## src/rtl/zx_ram_pkg.sv

```systemverilog
// Shared types and helpers for the Spectrum-bus to SDRAM-port bridge.
package zx_ram_pkg;

    // Bridge sequencing: idle, answering from the read buffer, or waiting on the port.
    typedef enum logic [1:0] {
        IDLE = 2'd0,
        HIT  = 2'd1,
        WAIT = 2'd2
    } state_t;

    // Port byte enables; bit 1 is the upper byte of the 16-bit word.
    localparam logic [1:0] DS_LO = 2'b01;
    localparam logic [1:0] DS_HI = 2'b10;

    // Pick the byte addressed by a0 out of a 16-bit word (odd address = upper byte).
    function automatic logic [7:0] lane_sel(input logic [15:0] word, input logic a0);
        return a0 ? word[15:8] : word[7:0];
    endfunction

endpackage

```

## src/rtl/zx_ram_bridge.sv

```systemverilog
// Byte-wide CPU/ULA bus to toggle-handshake 16-bit SDRAM port, with a
// one-word write-through read buffer.
module zx_ram_bridge
    import zx_ram_pkg::*;
#(
    parameter int AW = 24
) (
    input  logic          clk,
    input  logic          reset,
    input  logic          cpu_req,
    input  logic          cpu_we,
    input  logic [AW-1:0] cpu_a,
    input  logic [7:0]    cpu_d,
    output logic [7:0]    cpu_q,
    output logic          cpu_busy,
    output logic          cpu_done,
    input  logic          flush,
    output logic          ram_req,
    input  logic          ram_ack,
    output logic          ram_we,
    output logic [AW-2:0] ram_a,
    output logic [1:0]    ram_ds,
    output logic [15:0]   ram_d,
    input  logic [15:0]   ram_q
);

    state_t        state_q, state_d;
    // The request toggle is never reset: it must stay in step with the
    // controller, which only knows its power-up value.
    logic          ram_req_q = 1'b0;
    logic          ram_req_d;
    logic          ram_we_q, ram_we_d;
    logic [AW-2:0] ram_a_q, ram_a_d;
    logic [1:0]    ram_ds_q, ram_ds_d;
    logic [15:0]   ram_d_q, ram_d_d;
    logic [15:0]   buf_q, buf_d;
    logic [AW-2:0] tag_q, tag_d;
    logic          valid_q, valid_d;
    logic          lane_q, lane_d;
    logic [7:0]    cpu_q_q, cpu_q_d;
    logic          cpu_done_q, cpu_done_d;

    logic          pending;
    logic          busy;
    logic          hit;
    logic [15:0]   merged;

    assign pending = (ram_req_q != ram_ack);
    assign busy    = (state_q != IDLE) | pending;
    assign hit     = valid_q && (tag_q == cpu_a[AW-1:1]);

    // Buffer word with the lanes of the completed write patched in.
    for (genvar gi = 0; gi < 2; gi++) begin : g_lane
        assign merged[gi*8 +: 8] = ram_ds_q[gi] ? ram_d_q[gi*8 +: 8] : buf_q[gi*8 +: 8];
    end

    // Next-state and next-output computation for the access sequencer and buffer.
    always_comb begin
        state_d    = state_q;
        ram_req_d  = ram_req_q;
        ram_we_d   = ram_we_q;
        ram_a_d    = ram_a_q;
        ram_ds_d   = ram_ds_q;
        ram_d_d    = ram_d_q;
        buf_d      = buf_q;
        tag_d      = tag_q;
        valid_d    = valid_q;
        lane_d     = lane_q;
        cpu_q_d    = cpu_q_q;
        cpu_done_d = 1'b0;

        unique case (state_q)
            IDLE: begin
                if (cpu_req && !busy) begin
                    lane_d = cpu_a[0];
                    if (!cpu_we && hit) begin
                        state_d = HIT;
                    end else begin
                        state_d   = WAIT;
                        ram_req_d = ~ram_req_q;
                        ram_we_d  = cpu_we;
                        ram_a_d   = cpu_a[AW-1:1];
                        ram_ds_d  = cpu_a[0] ? DS_HI : DS_LO;
                        ram_d_d   = {cpu_d, cpu_d};
                    end
                end
            end
            HIT: begin
                state_d    = IDLE;
                cpu_done_d = 1'b1;
                cpu_q_d    = lane_sel(buf_q, lane_q);
            end
            WAIT: begin
                if (!pending) begin
                    state_d    = IDLE;
                    cpu_done_d = 1'b1;
                    if (!ram_we_q) begin
                        buf_d   = ram_q;
                        tag_d   = ram_a_q;
                        valid_d = 1'b1;
                        cpu_q_d = lane_sel(ram_q, lane_q);
                    end else if (valid_q && (tag_q == ram_a_q)) begin
                        buf_d = merged;
                    end
                end
            end
            default: state_d = IDLE;
        endcase

        // Flush wins over a fill landing on the same edge.
        if (flush) begin
            valid_d = 1'b0;
        end
    end

    // State register; port fields are only cleared by reset when no request is in flight.
    always_ff @(posedge clk) begin
        if (reset) begin
            state_q    <= IDLE;
            valid_q    <= 1'b0;
            cpu_done_q <= 1'b0;
            cpu_q_q    <= 8'h00;
            if (!pending) begin
                ram_we_q <= 1'b0;
                ram_a_q  <= '0;
                ram_ds_q <= 2'b00;
                ram_d_q  <= 16'h0000;
            end
        end else begin
            state_q    <= state_d;
            ram_req_q  <= ram_req_d;
            ram_we_q   <= ram_we_d;
            ram_a_q    <= ram_a_d;
            ram_ds_q   <= ram_ds_d;
            ram_d_q    <= ram_d_d;
            buf_q      <= buf_d;
            tag_q      <= tag_d;
            valid_q    <= valid_d;
            lane_q     <= lane_d;
            cpu_q_q    <= cpu_q_d;
            cpu_done_q <= cpu_done_d;
        end
    end

    assign cpu_q    = cpu_q_q;
    assign cpu_done = cpu_done_q;
    assign cpu_busy = busy;
    assign ram_req  = ram_req_q;
    assign ram_we   = ram_we_q;
    assign ram_a    = ram_a_q;
    assign ram_ds   = ram_ds_q;
    assign ram_d    = ram_d_q;

endmodule
```

## config.mk

```make
export PLATFORM = sky130hd
export DESIGN_NAME = zx_ram_bridge
export DESIGN_NICKNAME = d
export VERILOG_FILES = /design/src/rtl/zx_ram_pkg.sv /design/src/rtl/zx_ram_bridge.sv
export SDC_FILE = /design/constraint.sdc
export NUM_CORES = 1
export LEC_CHECK = 0
export ABC_AREA = 1
export CORE_MARGIN = 5
export CORE_UTILIZATION = 53
export DETAILED_ROUTE_END_ITERATION = 8
export GPL_TIMING_DRIVEN = 1
export PLACE_DENSITY = 0.81
export SYNTH_ARGS = -nofsm -noshare
export SYNTH_HDL_FRONTEND = slang
export SYNTH_SLANG_ARGS = --single-unit
```

## constraint.sdc

```tcl
create_clock -name clk -period 6.45 [get_ports clk]
set_clock_uncertainty 0.1 [all_clocks]
set_input_delay 0.645 -clock clk [delete_from_list [all_inputs] [get_ports clk]]
set_output_delay 0.645 -clock clk [all_outputs]
set_load 0.02 [all_outputs]
```

Yosys cells after proc, flatten, opt, wreduce, memory -nomap -nowiden. Cells that the tools add are included.

Equal/unequal tests: 13. Bitwise gates (word level): 6. Mux-type cells: 35. Reductions and logical operators: 21.

Operators with widths (count): 23-bit two-way mux (5); 16-bit two-way mux (7); 8-bit two-way mux (6); 23-bit == test (2); 2-bit two-way mux (8); 8-bit one-hot mux with 2 select lines (1); 4-bit AND reduction (3); 2-bit != test (second input constant) (5); 5-bit AND reduction (2); 3-bit AND reduction (3); 2-bit nonzero test (4); 1-bit two-way mux (6); 2-bit by 1-bit != test with 1-bit output (second input constant) (3); 1-bit inverter (5); 1-bit logical AND (4); 2-bit one-hot mux with 2 select lines (1); 2-bit by 1-bit == test with 1-bit output (second input constant) (1); 2-bit == test (second input constant) (1); 1-bit logical NOT (2); 2-bit logical NOT (1); 1-bit one-hot mux with 2 select lines (1); 2-bit AND reduction (1); 2-bit OR reduction (1); 1-bit != test (1); 1-bit OR (1).

Bits of input ports: 54. Word-level logic and storage cells: 88. Register bits after elaboration: 95.

Depth between registers and ports, before layout. Gate-level depths: netlist of run 1.

Depth after elaboration: 7. Gate-level depth with buffers: 10. Gate-level depth less buffers: 10.

Least setup slack after synthesis of run 1. OpenSTA, ideal clock, no wires.

Path kind: input -> register. Start point: in ram_ack. End point: reg ram_a_q[0], in the netlist ram_a[0] (enable). Setup time: 0.392 ns. Stages: 5. Slack: 3.830 ns. Arrival time: 2.128 ns. Data required time: 5.958 ns. Buffers on the path: 0. Path through: xnor2_2 nand2_1 nor3_2 nand2_1 nand2_1.

Word-level cells in the longest chain between the ends: 6. Elaborated cells on any way between the ends: 7.

RTL lines: start: declaration (line zx_ram_bridge.sv:19) `input logic ram_ack,`; 1-bit != test (line zx_ram_bridge.sv:48) `assign pending = (ram_req_q != ram_ack);`; 1-bit OR (line zx_ram_bridge.sv:49) `assign busy = (state_q != IDLE) | pending;`; via cpu_busy (line zx_ram_bridge.sv:15) `output logic cpu_busy,`; 1-bit logical NOT (line zx_ram_bridge.sv:74) `if (cpu_req && !busy) begin`; 1-bit logical AND (line zx_ram_bridge.sv:74); 2-bit nonzero test (no source line); 4-bit AND reduction (no source line); end signal: assignment (line zx_ram_bridge.sv:133) `ram_a_q <= ram_a_d;`; end: declaration (line zx_ram_bridge.sv:33) `logic [AW-2:0] ram_a_q, ram_a_d;`.

The timed path passes the listed nets, and every way through them passes these cells. A chain may end at the register's enable or synchronous reset.

Worst setup path in the final report of run 1.
Start point: in ram_ack. End point: out cpu_busy.

Word-level cells in the longest chain between the ends: 2.

RTL lines (line): 1-bit != test (zx_ram_bridge.sv:48); 1-bit OR (zx_ram_bridge.sv:49); end: declaration (zx_ram_bridge.sv:15).

No other way between the ends.

==> results of run 1 <==
[stage by stage]
stage,instance area (um^2),power (mW),hold slack [ns]
after detailed placement,5409,0.8772,0.3666
after CTS,5602,1.232,0.3806
final,5602,1.226,0.3807
after global routing,5602,1.278,0.3959
after floorplan,4312,0.7773,0.3645
after global placement,5409,0.8724,0.3618
[flip-flops by register name, indices dropped and copies added (netlist names)]
name / cells
ram_req: 1
lane_q: 1
cpu_q: 8
valid_q: 1
ram_ds: 2
ram_d: 8
state_q: 2
tag_q: 23
cpu_done: 1
ram_we: 1
ram_a: 23
buf_q: 16
[layout by cell type (no fill, tap or decap), types with 2 or more instances in the layout]
cell,netlist,layout
a21oi_2,2,2
buf_4,8,2
clkbuf_8,0,10
clkdlybuf4s50_1,0,105
dfxtp_1,12,12
edfxtp_1,75,75
ha_1,3,3
inv_1,83,83
inv_2,2,2
inv_4,1,3
nand2_1,136,136
nand2_2,2,2
nand3_1,6,6
nand4_1,5,5
nor2_1,99,98
o21ai_0,35,35
o22ai_1,7,7
xnor2_1,11,11
[final cells by class]
| class | count | area, um^2 |
|---|---|---|
| Inverter | 86 | 325.3 |
| Timing Repair Buffer | 108 | 1071 |
| Multi-Input combinational cell | 312 | 1393 |
| Clock buffer | 12 | 166.4 |
| Clock inverter | 4 | 26.28 |
| Sequential cell | 87 | 2492 |
| Fill cell | 591 | 2206 |
| Tap cell | 102 | 127.6 |
[power breakdown]
group	internal, mW	switching (mW)
logic	0.0934	0.108
registers	0.641	0.0218
clock network	0.175	0.186
[cells by family (layout without fill, tap and decap cells)]
logic type | after synthesis | count (layout)
compound gates | 46 | 46
xor+xnor | 12 | 12
fa+ha+maj | 3 | 3
buf+inv | 104 | 210
flops | 87 | 87
simple gates | 251 | 251
[cell usage after synthesis (all sizes together), types with 5 or more instances]
library cell	count	area share (%)
nand3	6	0.70
dfxtp	12	5.6
edfxtp	75	52
o22ai	7	1.0
xnor2	12	2.6
nand4	5	0.73
inv	86	7.5
nor2	100	8.9
nand2	138	12
o21ai	36	4.2
buf	15	2.1
[tightest hold or removal path, delay by kind of cell, from the launching register on]
family | cells | cell delay, ns
AO/OA/AOI/OAI | 1 | 0.04
AND/OR/NAND/NOR | 1 | 0.07
flip-flops | 1 | 0.33
[worst max-delay path by stage]
| stage | start | end | slack (ns) | depth (start not counted) |
|---|---|---|---|---|
| 3_3_place_gp | ram_ack | ram_a[22] | 3.45 | 7 |
| 4_1_cts | ram_ack | cpu_busy | 3.62 | 4 |
| 5_1_grt | ram_ack | cpu_busy | 3.56 | 4 |
| 6_report | ram_ack | cpu_busy | 3.63 | 4 |
| 3_5_place_dp | ram_ack | ram_a[15] | 3.37 | 7 |
| 2_1_floorplan | ram_ack | ram_a[0] | 3.83 | 5 |
[per-layer routing]
| metal | up-vias | track usage, % |
|---|---|---|
| met5 | - | 0 |
| met4 | 0 | 6.321 |
| met3 | 9 | 4.934 |
| met2 | 148 | 32.01 |
| met1 | 1603 | 26.69 |
| li1 | 1764 | - |
==> results.sh, run 1 <==
export IMPL_hold_buffers=0
export IMPL_netlist_area_um2=4312
export IMPL_top_layer="met4"
export IMPL_drc=0
export IMPL_drt_pass1_iter_count=5
export IMPL_htreeDepth=3
export IMPL_overflow=0
export IMPL_synthSimpleGateAreaFrac_pct=22.78
export IMPL_drive_above_1_share_pct=4.926
export IMPL_max_slew_margin_pct=48.95
export IMPL_path_class="in2out"
export IMPL_grt_usage_pct=19.92
export IMPL_cp_arrival_ns=2.08
export IMPL_end_kind="output port"
export IMPL_rsz0062_at_grt="false"
export IMPL_clock_sinks=87
export IMPL_p_leak_nw=2.443
export IMPL_syn_avg_cell_area_um2=8.572
export IMPL_nNetsFinal=661
export IMPL_synth_adder_area_share_pct=0.8706
export IMPL_synth_mux_area_share_pct=0
export IMPL_synth_xor_area_share_pct=2.612
export IMPL_synth_compound_area_share_pct=5.978
export IMPL_worst_hold_path_num_cells=2
export IMPL_cts_resized=0
export IMPL_synth_top_family_by_area="simple AND/OR/NAND/NOR gates"
export IMPL_critical_path_required_ns=5.70
export IMPL_crit_family="buffers and inverters"
export IMPL_grt_max_degree=41
export IMPL_wl_per_cell_um=13.83
export IMPL_met1_length_um=4075
export IMPL_wl_met3_um=944
export IMPL_row_count=32
export IMPL_io_buffers=106
export IMPL_r2r_slack_ns=4.04
export IMPL_wl_met2_um=4684
export IMPL_synth_seq_cells=87
export IMPL_design_die_area_um2=10040
export IMPL_timing_fmax_mhz=354.3
export IMPL_drtIter0Drc=309
export IMPL_critPathLaunchType="input pin"
export IMPL_gp_congestion=0.8791
export IMPL_ys_seq_area_share_pct=57.81
export IMPL_fp_dieH_um=100.2
export IMPL_io_pins=107
export IMPL_start_util_pct=55.22
export IMPL_place_inst=695
export IMPL_vias_per_cell=4.956
export IMPL_finish_utilization_pct=71.75
export IMPL_wirelength_um=9835
export IMPL_final_cells=711
export IMPL_synth_edff_count=75
export IMPL_cp_max_fo=4
export IMPL_numCtsBuffers=9
export IMPL_die_x_um=100.2
export IMPL_fin_crit_sh_pct=43.77
export IMPL_grt_pass1_wl_um=15770
export IMPL_setup_violations_final=0
export IMPL_synth_ff_type="edfxtp_1"
export IMPL_post_cts_setup_buffer_count=0
export IMPL_reg2reg_to="ram_a[21]"
export IMPL_ys_types=25
export IMPL_maxCapViolCount=0
export IMPL_tns_ns=0
export IMPL_place_ws_ns=3.371
export IMPL_setup_slack_ns=3.627
export IMPL_synthCells=503
export IMPL_finalCriticalPeriod_ns=2.823
export IMPL_cp_buffers_inverters=2
export IMPL_cts_buffer_depth=2
export IMPL_root_buffer="clkbuf_8"
export IMPL_postRouteAntennaNets=0
export IMPL_crit_path_max_incr_delay_ns=0.58
export IMPL_vias=3524
export IMPL_maxSlewViolCount=0
export IMPL_synth_fp_nets=560
export IMPL_cts_tree="yes"
export IMPL_area_growth_pct=29.92
export IMPL_hold_path_end="cpu_q[5]"
export IMPL_ys_warn_count=0
export IMPL_clock_latency_ns=0.35
export IMPL_hpwlAfterDp_um=7342
export IMPL_hold_viol_final=0
export IMPL_slowest_stage="clkdlybuf4s50_1"
export IMPL_crit_chain="clkdlybuf4s50_1 > xnor2_2 > nand2_1 > clkdlybuf4s50_1"
export IMPL_vdd_drop_max_mv=0.1311
export IMPL_crit_top_cell="clkdlybuf4s50_1"
export IMPL_coreArea_um2=7807
export IMPL_power_density_nw_per_um2=218.8
export IMPL_worstRegToRegCells=6
export IMPL_antenna_found_initial=0
export IMPL_r2r_start="ram_req"
export IMPL_grt_pass1_vias=3374
export IMPL_hp_start="cpu_q[5]"
export IMPL_min_delay_path_class="reg2reg"
export IMPL_clkTransAtPathRegs_ns=0.09
export IMPL_status="finished clean"
export IMPL_synthArstFlopShare_pct=0
export IMPL_worst_slew_pin_slew_ns=0.7657
export IMPL_diodes=0
Power figures use the tool's default switching activity.
==> run 2: changes to the inputs <==
--- a/config.mk
+++ b/config.mk
@@ -7,10 +7,10 @@
 export LEC_CHECK = 0
 export ABC_AREA = 1
 export CORE_MARGIN = 5
-export CORE_UTILIZATION = 53
+export CORE_UTILIZATION = 50
 export DETAILED_ROUTE_END_ITERATION = 8
 export GPL_TIMING_DRIVEN = 1
-export PLACE_DENSITY = 0.81
+export PLACE_DENSITY = 0.77
 export SYNTH_ARGS = -nofsm -noshare
 export SYNTH_HDL_FRONTEND = slang
 export SYNTH_SLANG_ARGS = --single-unit
==> constraint.sdc (replaced) <==
create_clock -name clk -period 2.7 [get_ports clk]
set_clock_uncertainty 0.1 [all_clocks]
set_input_delay 0.27 -clock clk [delete_from_list [all_inputs] [get_ports clk]]
set_output_delay 0.27 -clock clk [all_outputs]
set_load 0.02 [all_outputs]
==> results.sh, run 2 (synthesized netlist as in run 1, its figures left out) <==
export IMPL_gp_congestion=0.9053
export IMPL_cp_max_fo=4
export IMPL_grt_usage_pct=19.63
export IMPL_path_class="reg2out"
export IMPL_hold_viol_final=0
export IMPL_grt_max_degree=35
export IMPL_coreArea_um2=8299
export IMPL_cp_buffers_inverters=1
export IMPL_max_slew_margin_pct=63.96
export IMPL_rsz0062_at_grt="false"
export IMPL_cts_tree="yes"
export IMPL_timing_fmax_mhz=465.3
export IMPL_startpoint="ram_req"
export IMPL_clkTransAtPathRegs_ns=0.08
export IMPL_wl_per_cell_um=13.80
export IMPL_cts_buffer_depth=2
export IMPL_end_kind="output port"
export IMPL_row_count=33
export IMPL_clock_latency_ns=0.35
export IMPL_design_die_area_um2=10580
export IMPL_grt_pass1_vias=3389
export IMPL_p_leak_nw=2.451
export IMPL_crit_path_max_incr_delay_ns=0.58
export IMPL_numCtsBuffers=9
export IMPL_drtIter0Drc=227
export IMPL_hp_start="cpu_q[5]"
export IMPL_tns_ns=0
export IMPL_hold_buffers=0
export IMPL_r2r_start="ram_req"
export IMPL_area_growth_pct=30.44
export IMPL_wirelength_um=9905
export IMPL_post_cts_setup_buffer_count=0
export IMPL_finalCriticalPeriod_ns=2.149
export IMPL_root_buffer="clkbuf_8"
export IMPL_final_common_cell="nand2_1"
export IMPL_setup_violations_final=0
export IMPL_cp_arrival_ns=1.78
export IMPL_n_fill_cell=679
export IMPL_diodes=0
export IMPL_hpwlAfterDp_um=7542
export IMPL_status="finished clean"
export IMPL_drive_above_1_share_pct=5.220
export IMPL_clock_sinks=87
export IMPL_maxCapViolCount=0
export IMPL_crit_family="buffers and inverters"
export IMPL_die_x_um=102.9
export IMPL_min_delay_path_class="reg2reg"
export IMPL_final_cell_mix="nand2_1 (136), clkdlybuf4s50_1 (106), nor2_1 (98)"
export IMPL_worst_slew_pin_slew_ns=0.5406
export IMPL_io_buffers=106
export IMPL_critPathLaunchType="register"
export IMPL_fp_dieH_um=102.9
export IMPL_grt_pass1_wl_um=16010
export IMPL_vias_per_cell=4.852
export IMPL_place_ws_ns=0.2565
export IMPL_power_density_nw_per_um2=506.5
export IMPL_io_pins=107
export IMPL_setup_slack_ns=0.5511
export IMPL_postRouteAntennaNets=0
export IMPL_crit_chain="xnor2_2 > nand2_1 > clkdlybuf4s50_1"
export IMPL_slowest_stage="clkdlybuf4s50_1"
export IMPL_overflow=0
export IMPL_nNetsFinal=665
export IMPL_drt_pass1_iter_count=4
export IMPL_vias=3484
export IMPL_critical_path_required_ns=2.33
export IMPL_start_util_pct=51.95
export IMPL_whs_ns=0.3850
export IMPL_fin_crit_sh_pct=79.59
export IMPL_cts_resized=0
export IMPL_drc=0
export IMPL_vdd_drop_max_mv=0.3356
export IMPL_maxSlewViolCount=0
export IMPL_antenna_found_initial=0
export IMPL_htreeDepth=3
==> run 2: cell types whose count changed in the layout (fill, tap and decap cells not counted), moves of 2 or more <==
| cell | before | now |
|---|---|---|
| buf_4 | 2 | 5 |
| clkinv_1 | 0 | 2 |
| clkinv_2 | 1 | 3 |
| inv_4 | 3 | 1 |
==> run 2: where the power goes <==
| part | internal (mW) | switching [mW] | total [mW] | leakage, nW |
|---|---|---|---|---|
| Sequential | 1.53 | 0.0514 | 1.58 | 0.802 |
| Combinational | 0.227 | 0.258 | 0.486 | 1.56 |
| Clock | 0.326 | 0.453 | 0.780 | 0.0878 |
| Total | 2.09 | 0.763 | 2.85 | 2.45 |
==> run 2: worst paths after layout <==
kind              endpoint  slack [ns]  depth (start not counted)
setup / recovery  cpu_busy        0.55                          3
hold / removal    cpu_q[5]        0.38                          2
setup reg to reg  ram_d[8]        0.56                          6
hold reg to reg   cpu_q[5]        0.38                          2
==> run 2: per-stage QoR <==
stage / area, um^2 / utilization [%] / std cells / power, mW
after floorplan: 4312 / - / 503 / 1.857
after global placement: 5460 / 65.79 / 702 / 2.091
final: 5624 / 67.77 / 718 / 2.849
after global routing: 5624 / 67.77 / 718 / 2.986
after detailed placement: 5460 / 65.79 / 702 / 2.102
after CTS: 5624 / 67.77 / 718 / 2.873
==> run 2: area by class of cell <==
| class | count | area (um^2) | area share [%] |
|---|---|---|---|
| clock buffers | 9 | 123.9 | 2.202 |
| clock inverters | 7 | 40.04 | 0.7119 |
| inverters | 86 | 325.3 | 5.784 |
| multi-input cells | 312 | 1393 | 24.76 |
| flip-flops and latches | 87 | 2492 | 44.32 |
| well taps | 105 | 131.4 | 2.336 |
| repair buffers | 112 | 1119 | 19.89 |
==> run 2: worst reg2reg max path, stage by stage (launching register included) <==
cell and delay, ns:
edfxtp_1 0.45, xnor2_2 0.26, nand2_1 0.14, nor3_2 0.22
nand2_1 0.14, nand2_1 0.08, buf_4 0.39
==> run 2: metal layers <==
layer / part of all wire, % / track usage [%] / up-vias
li1: - / - / 1773
met3: 7.2 / 5.210 / 15
met5: 0 / 0 / -
met4: 1.7 / 5.976 / 0
met1: 43 / 25.71 / 1574
met2: 48 / 32.17 / 122
==> run 3: changes to the inputs <==
==> constraint.sdc (replaced) <==
create_clock -name clk -period 2 [get_ports clk]
set_clock_uncertainty 0.1 [all_clocks]
set_input_delay 0.2 -clock clk [delete_from_list [all_inputs] [get_ports clk]]
set_output_delay 0.2 -clock clk [all_outputs]
set_load 0.02 [all_outputs]
==> results.sh, run 3 (synthesized netlist as in run 1, its figures left out) <==
export IMPL_status="finished clean"
export IMPL_crit_top_cell="nand2_1"
export IMPL_cts_tree="yes"
export IMPL_grt_pass1_wl_um=16580
export IMPL_drtIter0Drc=300
export IMPL_diodes=0
export IMPL_critPathLaunchType="register"
export IMPL_timing_fmax_mhz=527.7
export IMPL_final_cell_mix="nand2_1 (134), clkdlybuf4s50_1 (104), nor2_1 (97)"
export IMPL_design_area_um2=5931
export IMPL_setup_slack_ns=0.1048
export IMPL_maxSlewViolCount=0
export IMPL_antenna_found_initial=0
export IMPL_coreArea_um2=8299
export IMPL_crit_path_max_incr_delay_ns=0.46
export IMPL_hpwlAfterDp_um=7748
export IMPL_worst_hold_path_num_cells=2
export IMPL_grt_pass1_vias=3510
export IMPL_power_switching_mw=1.049
export IMPL_combPwrFrac_pct=17.4
export IMPL_slowest_stage="edfxtp_1"
export IMPL_hp_start="flush"
export IMPL_numCtsBuffers=9
export IMPL_startpoint="ram_a[21]"
export IMPL_htreeDepth=3
export IMPL_finish_utilization_pct=71.46
export IMPL_fin_crit_sh_pct=94.76
export IMPL_n_fill_cell=640
export IMPL_post_dp_cell_area_um2=5662
export IMPL_intPower_mw=3.112
export IMPL_drt_pass1_iter_count=5
export IMPL_drc=0
export IMPL_p_clk_share_pct=31.4
export IMPL_worst_slew_pin_slew_ns=0.3925
export IMPL_final_common_cell="nand2_1"
export IMPL_fp_dieH_um=102.9
export IMPL_io_pins=107
export IMPL_io_buffers=106
export IMPL_gp_congestion=0.8888
export IMPL_grt_max_degree=38
export IMPL_wirelength_um=10530
export IMPL_p_leak_nw=2.616
export IMPL_place_ws_ns=-0.2014
export IMPL_path_class="reg2reg"
export IMPL_finalCriticalPeriod_ns=1.895
export IMPL_drive_above_1_share_pct=9.828
export IMPL_reg2reg_to="buf_q[5]"
export IMPL_wl_per_cell_um=14.12
export IMPL_max_slew_margin_pct=73.83
export IMPL_cp_arrival_ns=1.85
export IMPL_design_die_area_um2=10580
export IMPL_setup_violations_final=0
export IMPL_hold_path_end="valid_q"
export IMPL_r2r_slack_ns=0.10
export IMPL_end_kind="register"
export IMPL_worstRegToRegCells=10
export IMPL_nNetsFinal=693
export IMPL_cp_max_fo=8
export IMPL_r2r_start="ram_a[21]"
export IMPL_cts_buffer_depth=2
export IMPL_power_density_nw_per_um2=701.7
export IMPL_clock_sinks=87
export IMPL_area_growth_pct=37.55
export IMPL_critical_path_required_ns=1.96
export IMPL_maxCapViolCount=0
export IMPL_min_delay_path_class="in2reg"
export IMPL_postRouteAntennaNets=0
export IMPL_vias=3642
export IMPL_tns_ns=0
export IMPL_clock_latency_ns=0.35
export IMPL_row_count=33
export IMPL_vdd_drop_max_mv=0.4975
export IMPL_hold_viol_final=0
export IMPL_start_util_pct=51.95
export IMPL_p_sw_share_pct=25.22
export IMPL_seq_power_share_pct=51.2
export IMPL_clkTransAtPathRegs_ns=0.08
export IMPL_grt_usage_pct=20.34
export IMPL_die_x_um=102.9
export IMPL_vias_per_cell=4.882
export IMPL_overflow=0
export IMPL_crit_chain="nand2_1 > nand2_1 > nor2_1 > nand2_1 > nor2_1 > nand3_1 > nand2_1 > nand2_1 > nor2_1 > buf_4"
export IMPL_root_buffer="clkbuf_8"
-- run 3: changes by cell type in the layout (fill, tap and decap cells not counted), moves of 2 or more --
| cell | previous run | this run |
|---|---|---|
| nand2_1 | 136 | 134 |
| buf_4 | 5 | 30 |
| clkinv_2 | 3 | 0 |
| nand2_8 | 0 | 2 |
| clkdlybuf4s50_1 | 106 | 104 |
| bufinv_16 | 0 | 2 |
-- run 3: stage by stage --
step                hold slack (ns)  power, mW  instances
detailed placement           0.3569      2.880        725
global route                 0.3087      4.348        746
finish                       0.3243      4.162        746
floorplan                    0.1724      2.511        503
CTS                          0.3088      4.171        742
global placement             0.3490      2.860        725
-- run 3: area by class of cell --
cell class	count	area, um^2	area share [%]
Clock buffer	10	127.6	2.152
Clock inverter	6	85.08	1.435
Inverter	86	325.3	5.485
Multi-Input combinational cell	313	1439	24.26
Sequential cell	87	2492	42.03
Tap cell	105	131.4	2.215
Timing Repair Buffer	139	1330	22.43
-- run 3: what timing repair did --
| item | in CTS | in global routing |
|---|---|---|
| hold buffers | 1 | 0 |
| endpoints found under the hold margin | 1 | 0 |
| pin swaps | 0 | 1 |
| buffers inserted | 0 | 3 |
| cloned | 0 | 1 |
| setup endpoints to repair | 1 | 50 |
| resized for setup | 1 | 4 |
-- run 3: power groups by stage --
stage	logic (mW)	clock network, mW	registers [mW]
floorplan	0.280	0	2.23
global placement	0.692	0	2.17
detailed placement	0.707	0	2.17
CTS	0.712	1.33	2.13
global route	0.789	1.42	2.14
finish	0.723	1.31	2.13
-- run 3: how the worst max path moves through the flow --
| stage | slack [ns] | depth (start not counted) | end |
|---|---|---|---|
| 2_1_floorplan | 0.01 | 5 | ram_a[0] |
| 3_3_place_gp | -0.14 | 10 | ram_d[8] |
| 3_5_place_dp | -0.20 | 10 | ram_d[10] |
| 4_1_cts | 0.06 | 8 | ram_d[13] |
| 5_1_grt | -0.03 | 6 | ram_a[16] |
| 6_report | 0.10 | 10 | buf_q[5] |
-- run 3: worst max-delay path, delay by kind of cell, from the launching register on --
kind                   cells  cell delay (ns)
flip-flops                 1             0.46
buffers and inverters      1             0.19
AND/OR/NAND/NOR            9             0.86
-- run 3: metal layers --
metal	GRT usage [%]	vias up	share of wire, %
met4	6.175	0	1.2
met5	0	-	0
met3	3.518	12	6.0
li1	-	1831	-
met2	35.50	118	51
met1	25.97	1681	42
